$ cat src/rtl/pipe_stage_reg.sv
// Parametrised inter-stage pipeline register with valid/ready handshake, a two-entry skid buffer
// and a synchronous flush. CTRL is forced to zero on bubbles.

module pipe_stage_reg #(
  parameter int unsigned CTRL_W     = 10,
  parameter int unsigned DATA_W     = 287,
  parameter bit          CLEAR_DATA = 1'b0
) (
  input  logic              clk,
  input  logic              reset,
  input  logic              flush,
  input  logic              in_valid,
  output logic              in_ready,
  input  logic [CTRL_W-1:0] in_ctrl,
  input  logic [DATA_W-1:0] in_data,
  output logic              out_valid,
  input  logic              out_ready,
  output logic [CTRL_W-1:0] out_ctrl,
  output logic [DATA_W-1:0] out_data,
  output logic [1:0]        occupancy
);

  // Encoding doubles as the occupancy count.
  typedef enum logic [1:0] {
    StEmpty = 2'd0,
    StOne   = 2'd1,
    StFull  = 2'd2
  } state_e;

  state_e            state_q, state_d;
  logic              in_ready_q, in_ready_d;
  logic [CTRL_W-1:0] main_ctrl_q, main_ctrl_d;
  logic [CTRL_W-1:0] skid_ctrl_q, skid_ctrl_d;
  logic [DATA_W-1:0] main_data_q, main_data_d;
  logic [DATA_W-1:0] skid_data_q, skid_data_d;
  logic              accept;
  logic              emit;

  assign out_valid = (state_q != StEmpty);
  assign accept    = in_valid & in_ready_q;
  assign emit      = out_valid & out_ready;

  always_comb begin
    state_d     = state_q;
    main_ctrl_d = main_ctrl_q;
    main_data_d = main_data_q;
    skid_ctrl_d = skid_ctrl_q;
    skid_data_d = skid_data_q;

    if (flush) begin
      // Anything accepted this cycle is dropped along with the held entries.
      state_d     = StEmpty;
      main_ctrl_d = '0;
      skid_ctrl_d = '0;
      if (CLEAR_DATA) begin
        main_data_d = '0;
        skid_data_d = '0;
      end
    end else begin
      unique case (state_q)
        StEmpty: begin
          if (accept) begin
            state_d     = StOne;
            main_ctrl_d = in_ctrl;
            main_data_d = in_data;
          end
        end
        StOne: begin
          if (accept && emit) begin
            main_ctrl_d = in_ctrl;
            main_data_d = in_data;
          end else if (accept) begin
            state_d     = StFull;
            skid_ctrl_d = in_ctrl;
            skid_data_d = in_data;
          end else if (emit) begin
            state_d = StEmpty;
          end
        end
        StFull: begin
          // in_ready is low here, so only the drain path exists.
          if (emit) begin
            state_d     = StOne;
            main_ctrl_d = skid_ctrl_q;
            main_data_d = skid_data_q;
            skid_ctrl_d = '0;
          end
        end
        default: state_d = StEmpty;
      endcase
    end

    in_ready_d = (state_d != StFull);
  end

  always_ff @(posedge clk or posedge reset) begin
    if (reset) begin
      state_q     <= StEmpty;
      in_ready_q  <= 1'b1;
      main_ctrl_q <= '0;
      skid_ctrl_q <= '0;
    end else begin
      state_q     <= state_d;
      in_ready_q  <= in_ready_d;
      main_ctrl_q <= main_ctrl_d;
      skid_ctrl_q <= skid_ctrl_d;
    end
  end

  // DATA only carries a reset when it is meant to be cleared; otherwise plain flops.
  if (CLEAR_DATA) begin : g_data_rst
    always_ff @(posedge clk or posedge reset) begin
      if (reset) begin
        main_data_q <= '0;
        skid_data_q <= '0;
      end else begin
        main_data_q <= main_data_d;
        skid_data_q <= skid_data_d;
      end
    end
  end else begin : g_data_norst
    always_ff @(posedge clk) begin
      main_data_q <= main_data_d;
      skid_data_q <= skid_data_d;
    end
  end

  assign in_ready  = in_ready_q;
  assign occupancy = state_q;
  assign out_ctrl  = out_valid ? main_ctrl_q : '0;
  assign out_data  = (CLEAR_DATA && !out_valid) ? '0 : main_data_q;

  // Outputs must not move while the downstream stage is stalling.
  a_stall_stable: assert property (@(posedge clk) disable iff (reset)
    (out_valid && !out_ready && !flush) |=> (out_valid && $stable(out_ctrl) && $stable(out_data)));

  a_ready_tracks_full: assert property (@(posedge clk) disable iff (reset)
    in_ready == (state_q != StFull));

  a_bubble_ctrl_zero: assert property (@(posedge clk) disable iff (reset)
    !out_valid |-> (out_ctrl == '0));

endmodule

$ cat config.mk
export PLATFORM = sky130hd
export DESIGN_NAME = pipe_stage_reg
export DESIGN_NICKNAME = d
export VERILOG_FILES = /design/src/rtl/pipe_stage_reg.sv
export SDC_FILE = /design/constraint.sdc
export NUM_CORES = 1
export LEC_CHECK = 0
export BUFFER_PORTS_ARGS = -buffer_cell sky130_fd_sc_hd__buf_2
export CAP_MARGIN = 20
export CORE_MARGIN = 4
export CORE_UTILIZATION = 30
export DETAILED_ROUTE_END_ITERATION = 8
export PLACE_DENSITY = 0.5
export SLEW_MARGIN = 15
export SYNTH_ARGS = -nofsm -noshare
export SYNTH_HDL_FRONTEND = slang
export SYNTH_SLANG_ARGS = --single-unit
$ cat constraint.sdc
create_clock -name clk -period 14.1 [get_ports clk]
set_input_delay 2.82 -clock clk [delete_from_list [all_inputs] [get_ports clk]]
set_output_delay 2.82 -clock clk [all_outputs]
set_load 0.01 [all_outputs]
-- Word-level counts from Yosys, hierarchy flattened
Cells that the tools add are included.
- flip-flop bits (word level): 597
- output and inout port bits: 301
- eq/ne operators: 11
- muxes and demuxes: 21
- bitwise logic cells: 4
- reductions and logical operators: 10
- operators by type and width (operator ; number):
    $mux W287 ; 3
    $pmux W287 S3 ; 1
    $mux W10 ; 8
    $pmux W10 S3 ; 1
    $pmux W10 S2 ; 1
    $ne A3 B3 Y1 const B ; 5
    $mux W2 ; 6
    $reduce_and A4 Y1 ; 3
    $ne A2 B2 Y1 const B ; 4
    $pmux W2 S3 ; 1
    $reduce_bool A3 Y1 ; 2
    $reduce_and A5 Y1 ; 1
    $reduce_bool A4 Y1 ; 1
    $and A1 B1 Y1 ; 2
    $eq A2 B1 Y1 const B ; 1
    $eq A2 B2 Y1 const B ; 1
    $logic_not A2 Y1 ; 1
    $not A1 Y1 ; 2
    $reduce_bool A2 Y1 ; 1
    $logic_and A1 B1 Y1 ; 1

-- Depth between registers and ports, before layout
- word-level depth: 8
- mapped depth: 7
- gate-level depth less buffers: 6

-- Worst setup path after synthesis
No wires, ideal clock.
- kind: input to register
- start point: in out_ready
- end point: reg main_data_q[0] (netlist: out_data[0]) (enable)
- library setup time: 0.940 ns
- arrival: 15.220 ns
- required time: 13.160 ns
- path slack: -2.061 ns
- stages: 4
- buffers on the path: 0
- path through: nand2b_1 a221oi_1 a21oi_1 nor2_1
- longest elaborated chain between the ends: 4
- ends and longest elaborated chain (what ; RTL line ; source):
    start: declaration ; 17 ; input logic out_ready,
    $and A1 B1 Y1 * ; 41 ; assign emit = out_valid & out_ready;
    $logic_and A1 B1 Y1 ; 69 ; if (accept && emit) begin
    $ne A2 B2 Y1 (no source line) ; n/a ;
    $reduce_and A5 Y1 (no source line) * ; n/a ;
    end signal: assignment ; 123 ; main_data_q <= main_data_d;
    end: declaration ; 34 ; logic [DATA_W-1:0] main_data_q, main_data_d;
Every way passes the cells marked *; elsewhere a longest branch is shown, timed or not.
A chain may end at the register's enable or synchronous reset.

-- Worst setup path after layout
- start point: in out_ready
- end point: reg main_data_q[93] (netlist: out_data[93]) (enable)
The elaborated chain is that of the path after synthesis.

==> impl_metrics.csv <==
group,metric,value,unit
run_status,status,"complete, no violations",
drt,via_count,11900,
floorplanning,coreArea,72000,um^2
global_routing,grt_pass1_vias,12400,
setup_path,crit_path_end_kind,"register",
logic_synthesis,synth.top_cells.by_area,"edfxtp_1 78%, mux2_2 15%, dfrtp_1 2.5%",
logic_synthesis,yosysWarningCount,0,
drt,dr.pass1.iters,4,
setup_path,path_max_fanout,68,
logic_synthesis,yosysTopAreaCell,"edfxtp_1",
global_routing,grt_first_pass_wirelength,82000,um
timing,finalClockSkew,0.0213,ns
power_and_ir_drop,p_leak,0.0104,uW
timing,period_share,0.399,
logic_synthesis,synthArstFlopShare,0.0385,
logic_synthesis,synth_ff_type,"edfxtp_1",
timing,max_freq,178,MHz
global_routing,grt_overflow,0,
setup_path,crit_required,14.31,ns
global_routing,use_met1,0.156,
drt,detail-route-antenna-nets,0,
job,max_cap_viol_count,0,
place,placed_cell_area,26100,um^2
clock_tree,cts_root_buf,"clkbuf_16",
clock_tree,numCtsBuffers,70,
finish,drive_gt1_frac,0.585,
timing,fin_setup_tns,0,ns
global_routing,antenna_found_initial,17,
power_and_ir_drop,total_power,4280,uW
timing,rsz0062_at_grt,"false",
drt,finalWirelength,56500,um
clock_tree,post_cts.repair.setup_buffers,0,
timing,hold_viol_final,0,
place,portBuffers,602,
floorplanning,fp.dieW,279,um
place,gp_congestion,0.785,
clock_tree,clkLatencyLatePin,0.59,ns
setup_path,worstSetupPathType,"input port to register",
clock_tree,holdBufCountCts,0,
setup_path,slowest_delay,0.84,ns
clock_tree,clock_sinks,597,
floorplanning,initial_core_util,0.305,
logic_synthesis,synthCells,1031,
drt,wire_per_inst,21.0,um
logic_synthesis,ys_seq_area_frac,0.811,
floorplanning,die_area,77600,um^2
logic_synthesis,synth_most_common_cell,"edfxtp_1",
global_routing,grt_max_degree,147,
clock_tree,htreeDepth,3,
timing,max_slew_margin,0.214,
power_and_ir_drop,pwr_density_cell,151,nW/um^2
clock_tree,cts_buffer_depth,3,
finish,nFillCells,6694,
global_routing,track_usage,0.139,
global_routing,top_usage_layer,"met2",
timing,drv_slew,0,
drt,vias_per_cell,4.41,
drt,drc,0,
timing,setup_viol,0,
logic_synthesis,synth-edff-count,574,
min_path,hp-class,"register to register",
setup_path,crit_path_frequent_cell,"buf_4",
logic_synthesis,syn_area_per_cell,21.3,um^2
global_routing,grt_use_met2,0.240,
logic_synthesis,synth_top_area_share,0.785,
setup_path,path_cells,"buf_2 > nor2b_1 > a21oi_1 > nor2_4 > buf_4 > buf_4",
clock_tree,cts.clk_slew.worst_paths,0.05,ns
floorplanning,fp.dieH,279,um
floorplanning,io_pins,603,
setup_path,critPathSlowestCell,"buf_4",
timing,fin_crit,5.62,ns
logic_synthesis,synth_cell_types,26,
floorplanning,rows,98,
logic_synthesis,synth_area,22000,um^2
logic_synthesis,synth.top_cells.by_count,"574 x edfxtp_1, 297 x mux2_2, 30 x buf_2",
place,place_hpwl,38900,um
finish,post-route-cell-area,28400,um^2
setup_path,cp.arrival,5.83,ns
clock_tree,cts_resized,0,
setup_path,startpoint_type,"input port",
timing,tightestPinTransition,1.18,ns
finish,area_growth,29.3,%
global_routing,grt_use_met3,0.0617,
finish,design.final.nets,1980,
clock_tree,cts_tree,"done",
drt,drtIter0Drc,652,
logic_synthesis,synth_nets,1337,
power_and_ir_drop,vdd_drop_max,0.147,mV
logic_synthesis,synth-seq-cells,597,
==> stage by stage <==
stage	utilization	std cells	hold WS, ns	setup slack, ns
6_report	0.394	2692	0.508	8.48
5_1_grt	0.394	2684	0.527	8.26
3_5_place_dp	0.363	2552	0.493	7.80
2_1_floorplan	-	1031	0.473	2.80
4_1_cts	0.394	2679	0.514	8.47
3_3_place_gp	0.363	2552	0.486	7.88
==> power by group <==
part / switching, uW / leakage, uW / internal (uW)
logic: 230 / 0.00370 / 152
registers: 32.7 / 0.00560 / 2100
clock network: 723 / 0.00109 / 1040
total: 986 / 0.0104 / 3290
==> state kept, by name (all words and copies together) (netlist names) <==
register / count
occupancy: 2
out_data: 287
in_ready: 1
main_ctrl_q: 10
skid_ctrl_q: 10
skid_data_q: 287
==> routing by layer <==
metal  wire, um  part of all wire
met1      21000              0.37
met2      28800              0.51
met3       5450             0.096
met4       1210             0.021
met5         51           0.00090
==> path summary, 6_finish.rpt <==
kind                                                 start  slack, ns  cells after the start                    endpoint
max in group asynchronous                            reset      11.10                      2  main_ctrl_q[9]$_DFFE_PP0P_
worst max-delay path                             out_ready       8.48                      6      out_data[93]$_DFFE_PP_
worst min register to register  main_ctrl_q[5]$_DFFE_PP0P_       0.51                      1  main_ctrl_q[5]$_DFFE_PP0P_
worst max register to register      occupancy[1]$_DFF_PP0_       9.71                      8      out_data[93]$_DFFE_PP_
worst min-delay path            main_ctrl_q[5]$_DFFE_PP0P_       0.51                      1  main_ctrl_q[5]$_DFFE_PP0P_
min in group asynchronous                            reset       2.43                      2  skid_ctrl_q[0]$_DFFE_PP0P_
==> cells in the final DEF (no fill, tap or decap), types with 13 or more instances in the layout <==
master     netlist  final
mux2_2         297    297
clkinv_1         0     15
edfxtp_1       574    574
clkbuf_16        0     72
a21oi_1         16     16
diode_2          0     13
dfrtp_1         22     22
buf_2           30    602
clkbuf_1         9     17
==> cell type report <==
| cell class | instances | area (um^2) | area share |
|---|---|---|---|
| Sequential cell | 597 | 17800 | 0.628 |
| Multi-Input combinational cell | 390 | 3970 | 0.140 |
| Timing Repair Buffer | 611 | 3120 | 0.110 |
| Clock buffer | 90 | 1880 | 0.0662 |
| Tap cell | 950 | 1190 | 0.0419 |
| Clock inverter | 37 | 372 | 0.0131 |
| Antenna cell | 13 | 32.5 | 0.00115 |
| Inverter | 4 | 15.0 | 0.000529 |
==> worst max-delay path, delay by kind of cell <==
kind | cells | cell delay, ns
and+or+nand+nor | 2 | 0.99
AOI/OAI and AO/OA | 1 | 0.21
buffers and inverters | 3 | 1.72
==> cell families (layout without fill, tap and decap cells) <==
family	after synthesis	count (layout)	synth area share
buffers and inverters	44	742	0.00940
other	0	13	0
flip-flops	597	597	0.811
AO/OA/AOI/OAI	19	19	0.00536
multiplexers	307	307	0.157
AND/OR/NAND/NOR	60	60	0.0149
adder cells (fa/ha/maj)	4	4	0.00228
Power figures use the tool's default switching activity.
